## src/rtl/decoder_seq_pkg.sv

```systemverilog
// ============================================================================
// Module   : decoder_seq_pkg
// Brief    : Shared state encoding and mode constants for decoder_seq.
// Revision : 1.0 - initial release
// ============================================================================
`default_nettype none

package decoder_seq_pkg;

    typedef enum logic [1:0] {
        ST_IDLE   = 2'd0,
        ST_DIRECT = 2'd1,
        ST_SCAN   = 2'd2
    } state_e;

    localparam logic MODE_DIRECT = 1'b0;
    localparam logic MODE_SCAN   = 1'b1;

endpackage

`default_nettype wire

```

## src/rtl/dwell_timer.sv

```systemverilog
// ============================================================================
// Module   : dwell_timer
// Brief    : Dwell counter with a latched limit; tick marks the last cycle.
// Revision : 1.0 - initial release
// ============================================================================
`default_nettype none

module dwell_timer #(
    parameter int DWELL_W = 4
) (
    input  logic               clk,
    input  logic               rst_n,
    input  logic               clr,
    input  logic [DWELL_W-1:0] load_val,
    output logic               tick
);

    logic [DWELL_W-1:0] r_count;
    logic [DWELL_W-1:0] r_limit;

    assign tick = (r_count == r_limit);

    // The limit is re-sampled only on clear or expiry, so a new dwell value
    // never stretches or truncates the index currently being held.
    always_ff @(posedge clk) begin
        if (!rst_n) begin
            r_count <= '0;
            r_limit <= '0;
        end else if (clr || tick) begin
            r_count <= '0;
            r_limit <= load_val;
        end else begin
            r_count <= r_count + 1'b1;
        end
    end

endmodule

`default_nettype wire

```

## src/rtl/decoder_seq.sv

```systemverilog
// ============================================================================
// Module   : decoder_seq
// Brief    : Registered N-to-2^N active-low decoder with dwell-timed scan mode.
// Revision : 1.0 - initial release
// ============================================================================
`default_nettype none

module decoder_seq
    import decoder_seq_pkg::*;
#(
    parameter int SEL_W   = 2,
    parameter int DWELL_W = 4
) (
    input  logic                  clk,
    input  logic                  rst_n,
    input  logic                  en,
    input  logic                  mode,
    input  logic [SEL_W-1:0]      sel,
    input  logic [DWELL_W-1:0]    dwell,
    output logic [(2**SEL_W)-1:0] W_n,
    output logic [SEL_W-1:0]      idx,
    output logic                  wrap
);

    localparam int               N_OUT      = 2**SEL_W;
    localparam logic [SEL_W-1:0] c_IDX_LAST = '1;

    state_e             r_state;
    state_e             w_next_state;
    logic [SEL_W-1:0]   r_idx;
    logic [N_OUT-1:0]   r_w_n;
    logic               r_wrap;
    logic [SEL_W-1:0]   w_idx_nxt;
    logic               w_wrap_nxt;
    logic [N_OUT-1:0]   w_dec_n;
    logic               w_tick;
    logic               w_clr;

    always_comb begin
        w_next_state = ST_IDLE;
        if (en) begin
            w_next_state = (mode == MODE_SCAN) ? ST_SCAN : ST_DIRECT;
        end
    end

    // Scan entry reloads from sel; only a scan already in progress advances.
    always_comb begin
        w_idx_nxt  = r_idx;
        w_wrap_nxt = 1'b0;
        case (w_next_state)
            ST_DIRECT: w_idx_nxt = sel;
            ST_SCAN: begin
                if (r_state != ST_SCAN) begin
                    w_idx_nxt = sel;
                end else if (w_tick) begin
                    w_idx_nxt  = r_idx + 1'b1;
                    w_wrap_nxt = (r_idx == c_IDX_LAST);
                end
            end
            default: ;
        endcase
    end

    assign w_clr = (w_next_state != ST_SCAN) || (r_state != ST_SCAN);

    dwell_timer #(
        .DWELL_W (DWELL_W)
    ) u_dwell_timer (
        .clk      (clk),
        .rst_n    (rst_n),
        .clr      (w_clr),
        .load_val (dwell),
        .tick     (w_tick)
    );

    generate
        for (genvar i = 0; i < N_OUT; i++) begin : g_dec
            assign w_dec_n[i] = (w_idx_nxt != SEL_W'(i));
        end
    endgenerate

    always_ff @(posedge clk) begin
        if (!rst_n) begin
            r_state <= ST_IDLE;
            r_idx   <= '0;
            r_w_n   <= '1;
            r_wrap  <= 1'b0;
        end else begin
            r_state <= w_next_state;
            r_idx   <= w_idx_nxt;
            r_wrap  <= w_wrap_nxt;
            r_w_n   <= (w_next_state == ST_IDLE) ? '1 : w_dec_n;
        end
    end

    assign W_n  = r_w_n;
    assign idx  = r_idx;
    assign wrap = r_wrap;

endmodule

`default_nettype wire

```

## config.mk

```make
export PLATFORM = sky130hd
export DESIGN_NAME = decoder_seq
export DESIGN_NICKNAME = d
export VERILOG_FILES = /design/src/rtl/decoder_seq_pkg.sv /design/src/rtl/dwell_timer.sv /design/src/rtl/decoder_seq.sv
export SDC_FILE = /design/constraint.sdc
export NUM_CORES = 1
export LEC_CHECK = 0
export CORE_MARGIN = 2
export CORE_UTILIZATION = 48
export DETAILED_ROUTE_END_ITERATION = 12
export PLACE_DENSITY_LB_ADDON = 0.3
export SKIP_LAST_GASP = 1
export SYNTH_ARGS = -nofsm -noshare
export SYNTH_HDL_FRONTEND = slang
export SYNTH_SLANG_ARGS = --single-unit
```

## constraint.sdc

```tcl
create_clock -name clk -period 1.8 [get_ports clk]
set_input_delay 0.18 -clock clk [delete_from_list [all_inputs] [get_ports clk]]
set_output_delay 0.18 -clock clk [all_outputs]
set_load 0.05 [all_outputs]
```

==> flow_summary_export.csv <==
group,metric,value,unit
worst_setup_path,path_class,"flip-flop to output pin",
floorplan,core-area,1520,sq um
flow_run,drv_cap,0,
timing,finalCritPeriodShare,0.953,
floorplan,start_util,0.521,
timing,finalMaxSlewViolations,0,
cells_and_area,diodes,0,
pwr,p_leak,0.376,nW
cells_and_area,area_delta_synth_final,25.8,%
routing,wire_per_inst,13.1,microns
routing,via_per_inst,5.62,
routing,ant_nets,0,
pwr,peakVddDrop,0.508,mV
timing,relSlewSlack,0.667,
pwr,swShare,0.269,
cells_and_area,fillers,132,
synthesis,ys_types,30,
worst_hold_path,hold_depth,3,
worst_setup_path,r2r_start,"u_dwell_timer.r_count[3]",
floorplan,die-area,2000,sq um
grt,antenna_found_initial,0,
synthesis,syn_inst,81,
floorplan,fp.dieW,44.7,microns
synthesis,ys_seq_area_frac,0.428,
timing,fmax,0.583,GHz
clock_network,h-tree-depth,1,
placed_design,routabilityCongestion,0.780,
synthesis,synth-seq-cells,17,
synthesis,syn_avg_cell_area,9.81,sq um
timing,layout_setup_ws,0.0853,ns
worst_setup_path,cp_data_required_time,1.62,ns
routing,drc,0,
grt,grt_max_degree,10,
clock_network,cts_resized,0,
timing,rsz0062_at_grt,"false",
cells_and_area,final_common_cell,"dfxtp_1",
worst_setup_path,r2r_end,"idx[0]",
grt,grt_pass1_vias,619,
clock_network,path_clk_slew,0.10,ns
worst_setup_path,arrival,1.53,ns
timing,final_hold_viol_count,0,
pwr,power.switching,0.198,mW
clock_network,tritoncts,"built",
worst_setup_path,critPathCaptureType,"output pin",
cells_and_area,final_core_util,0.656,
run_status,status,"finished clean",
placed_design,hpwl,1190,microns
synthesis,syn_nets,93,
worst_setup_path,worst_path_max_delay_cell,"clkdlybuf4s50_1",
placed_design,port_buffers,16,
clock_network,cts_root_buffer,"clkbuf_4",
worst_hold_path,min_to,"u_dwell_timer.r_limit[0]",
worst_setup_path,critPathMaxStageDelay,0.83,ns
pwr,pwr-share-comb,0.180,
worst_hold_path,hp-start,"dwell[0]",
timing,fin_crit,1.71,ns
floorplan,num_rows,14,
pwr,p_int,0.537,mW
worst_hold_path,min_path_type,"input pin to flip-flop",
clock_network,clk_path_buf_depth,2,
grt,grt_pass1_wl,2620,microns
routing,drt_iter0_drc,12,
worst_setup_path,critical_path.top_delay_family,"buffers and inverters",
cells_and_area,layout-drive-gt1-share,0.0990,
pwr,p_per_area,735,nW/um^2
timing,setup_violations,0,
worst_setup_path,startpoint_type,"flip-flop",
timing,tightest_slew,0.497,ns
placed_design,pre_cts_slack,0.160,ns
cells_and_area,final_cell_mix,"17 x dfxtp_1, 16 x clkdlybuf4s50_1, 11 x nor2_1",
clock_network,postCtsSetupBuffers,0,
timing,finalSetupTns,0,ns
pwr,seq_power_share,0.545,
timing,fin_worst_hold_slack,0.495,ns
routing,drt-pass1-iter-count,4,
grt,gr-total-overflow,0,
floorplan,ios,17,
worst_setup_path,r2r_cells,4,
cells_and_area,nNetsFinal,114,
grt,grt_usage,0.185,
synthesis,synth.yosys.warnings,0,
worst_setup_path,path_max_fanout,5,
clock_network,clock-sinks,17,
worst_setup_path,critical_path_buf_inv_count,1,
routing,vias,657,
routing,wl,1530,microns
clock_network,insertion_delay,0.29,ns
clock_network,holdBufCountCts,0,
timing,skew,0.0106,ns
floorplan,die_y,44.7,microns
pwr,clockPowerShare,0.276,
worst_setup_path,rrSetupSlack,0.25,ns
synthesis,syn_area,795,sq um
worst_setup_path,path_cells,"clkdlybuf4s50_1",
clock_network,cts_made_buffers,3,
power groups by stage:
stage / Combinational, mW / Sequential, mW / Clock [mW]
after floorplan: 0.0621 / 0.431 / 0
final: 0.132 / 0.400 / 0.202
after global placement: 0.129 / 0.408 / 0
after CTS: 0.132 / 0.400 / 0.209
after global routing: 0.142 / 0.402 / 0.224
after detailed placement: 0.131 / 0.409 / 0
state kept, by name, summed over array words and instances (netlist names):
name	cells
u_dwell_timer.r_count	4
idx	2
W_n	4
u_dwell_timer.r_limit	4
wrap	1
r_state	2
cells by family (layout without fill, tap and decap cells):
group                      count (synthesis)  after routing  share of synthesized area
AOI/OAI and AO/OA                         10             10                      0.106
xor gates and xnor gates                   6              6                     0.0661
adders and majority gates                  2              2                     0.0315
buffers and inverters                      7             27                     0.0441
DFF                                       17             17                      0.428
muxes                                      8              8                      0.113
and+or+nand+nor                           31             31                      0.211
cell type report:
| class | count | area [sq um] | share of cell area |
|---|---|---|---|
| timing repair buffer | 18 | 175 | 0.175 |
| multi-input combinational | 57 | 419 | 0.419 |
| tap | 16 | 20.0 | 0.0200 |
| sequential | 17 | 340 | 0.340 |
| inverter | 5 | 18.8 | 0.0188 |
| clock buffer | 4 | 26.3 | 0.0263 |
through the flow:
| step | instance area [sq um] | instances | total power, mW |
|---|---|---|---|
| 2_1_floorplan | 795 | 81 | 0.493 |
| 3_3_place_gp | 973 | 113 | 0.537 |
| 3_5_place_dp | 973 | 113 | 0.540 |
| 4_1_cts | 1000 | 117 | 0.741 |
| 5_1_grt | 1000 | 117 | 0.767 |
| 6_report | 1000 | 117 | 0.734 |
worst max-delay path by stage:
stage	slack, ns	start	cells after the start	end
2_1_floorplan	0.08	idx[1]	5	W_n[0]
3_3_place_gp	0.20	mode	5	u_dwell_timer.r_limit[3]
3_5_place_dp	0.16	mode	5	u_dwell_timer.r_limit[2]
4_1_cts	0.08	idx[1]	1	idx[1]
5_1_grt	0.03	idx[1]	1	idx[1]
6_report	0.09	idx[1]	1	idx[1]
synthesized netlist by cell type:
| cell type | count | area (sq um) |
|---|---|---|
| o21ai_0 | 1 | 5.00 |
| nand2b_1 | 2 | 12.5 |
| nand4_1 | 1 | 6.26 |
| inv_1 | 5 | 18.8 |
| a41oi_2 | 1 | 16.3 |
| o211ai_1 | 1 | 7.51 |
| buf_2 | 1 | 5.00 |
| o21a_1 | 1 | 7.51 |
| nand3_1 | 2 | 10.0 |
| nor4bb_1 | 1 | 10.0 |
| mux2i_1 | 6 | 60.1 |
| o211ai_2 | 1 | 12.5 |
| mux2_4 | 2 | 30.0 |
| and4_4 | 1 | 11.3 |
| ha_1 | 2 | 25.0 |
| nor3_1 | 1 | 5.00 |
| nand4b_1 | 1 | 8.76 |
| dfxtp_1 | 17 | 340 |
| a31oi_1 | 1 | 6.26 |
| and3_1 | 3 | 18.8 |
| xnor2_1 | 5 | 43.8 |
| a211oi_1 | 3 | 22.5 |
| xor2_1 | 1 | 8.76 |
| o22ai_1 | 1 | 6.26 |
| nor4_1 | 2 | 12.5 |
| nand2_1 | 3 | 11.3 |
| nand3b_1 | 1 | 7.51 |
| nor2b_1 | 2 | 12.5 |
| nor2_1 | 11 | 41.3 |
| buf_6 | 1 | 11.3 |
routing by layer:
layer,part of all wire,track usage
met1,0.42,0.214
met2,0.52,0.310
met3,0.049,0.0490
met4,0.018,0.0970
met5,0,0
No activity file was read; power rests on OpenSTA's default activity.
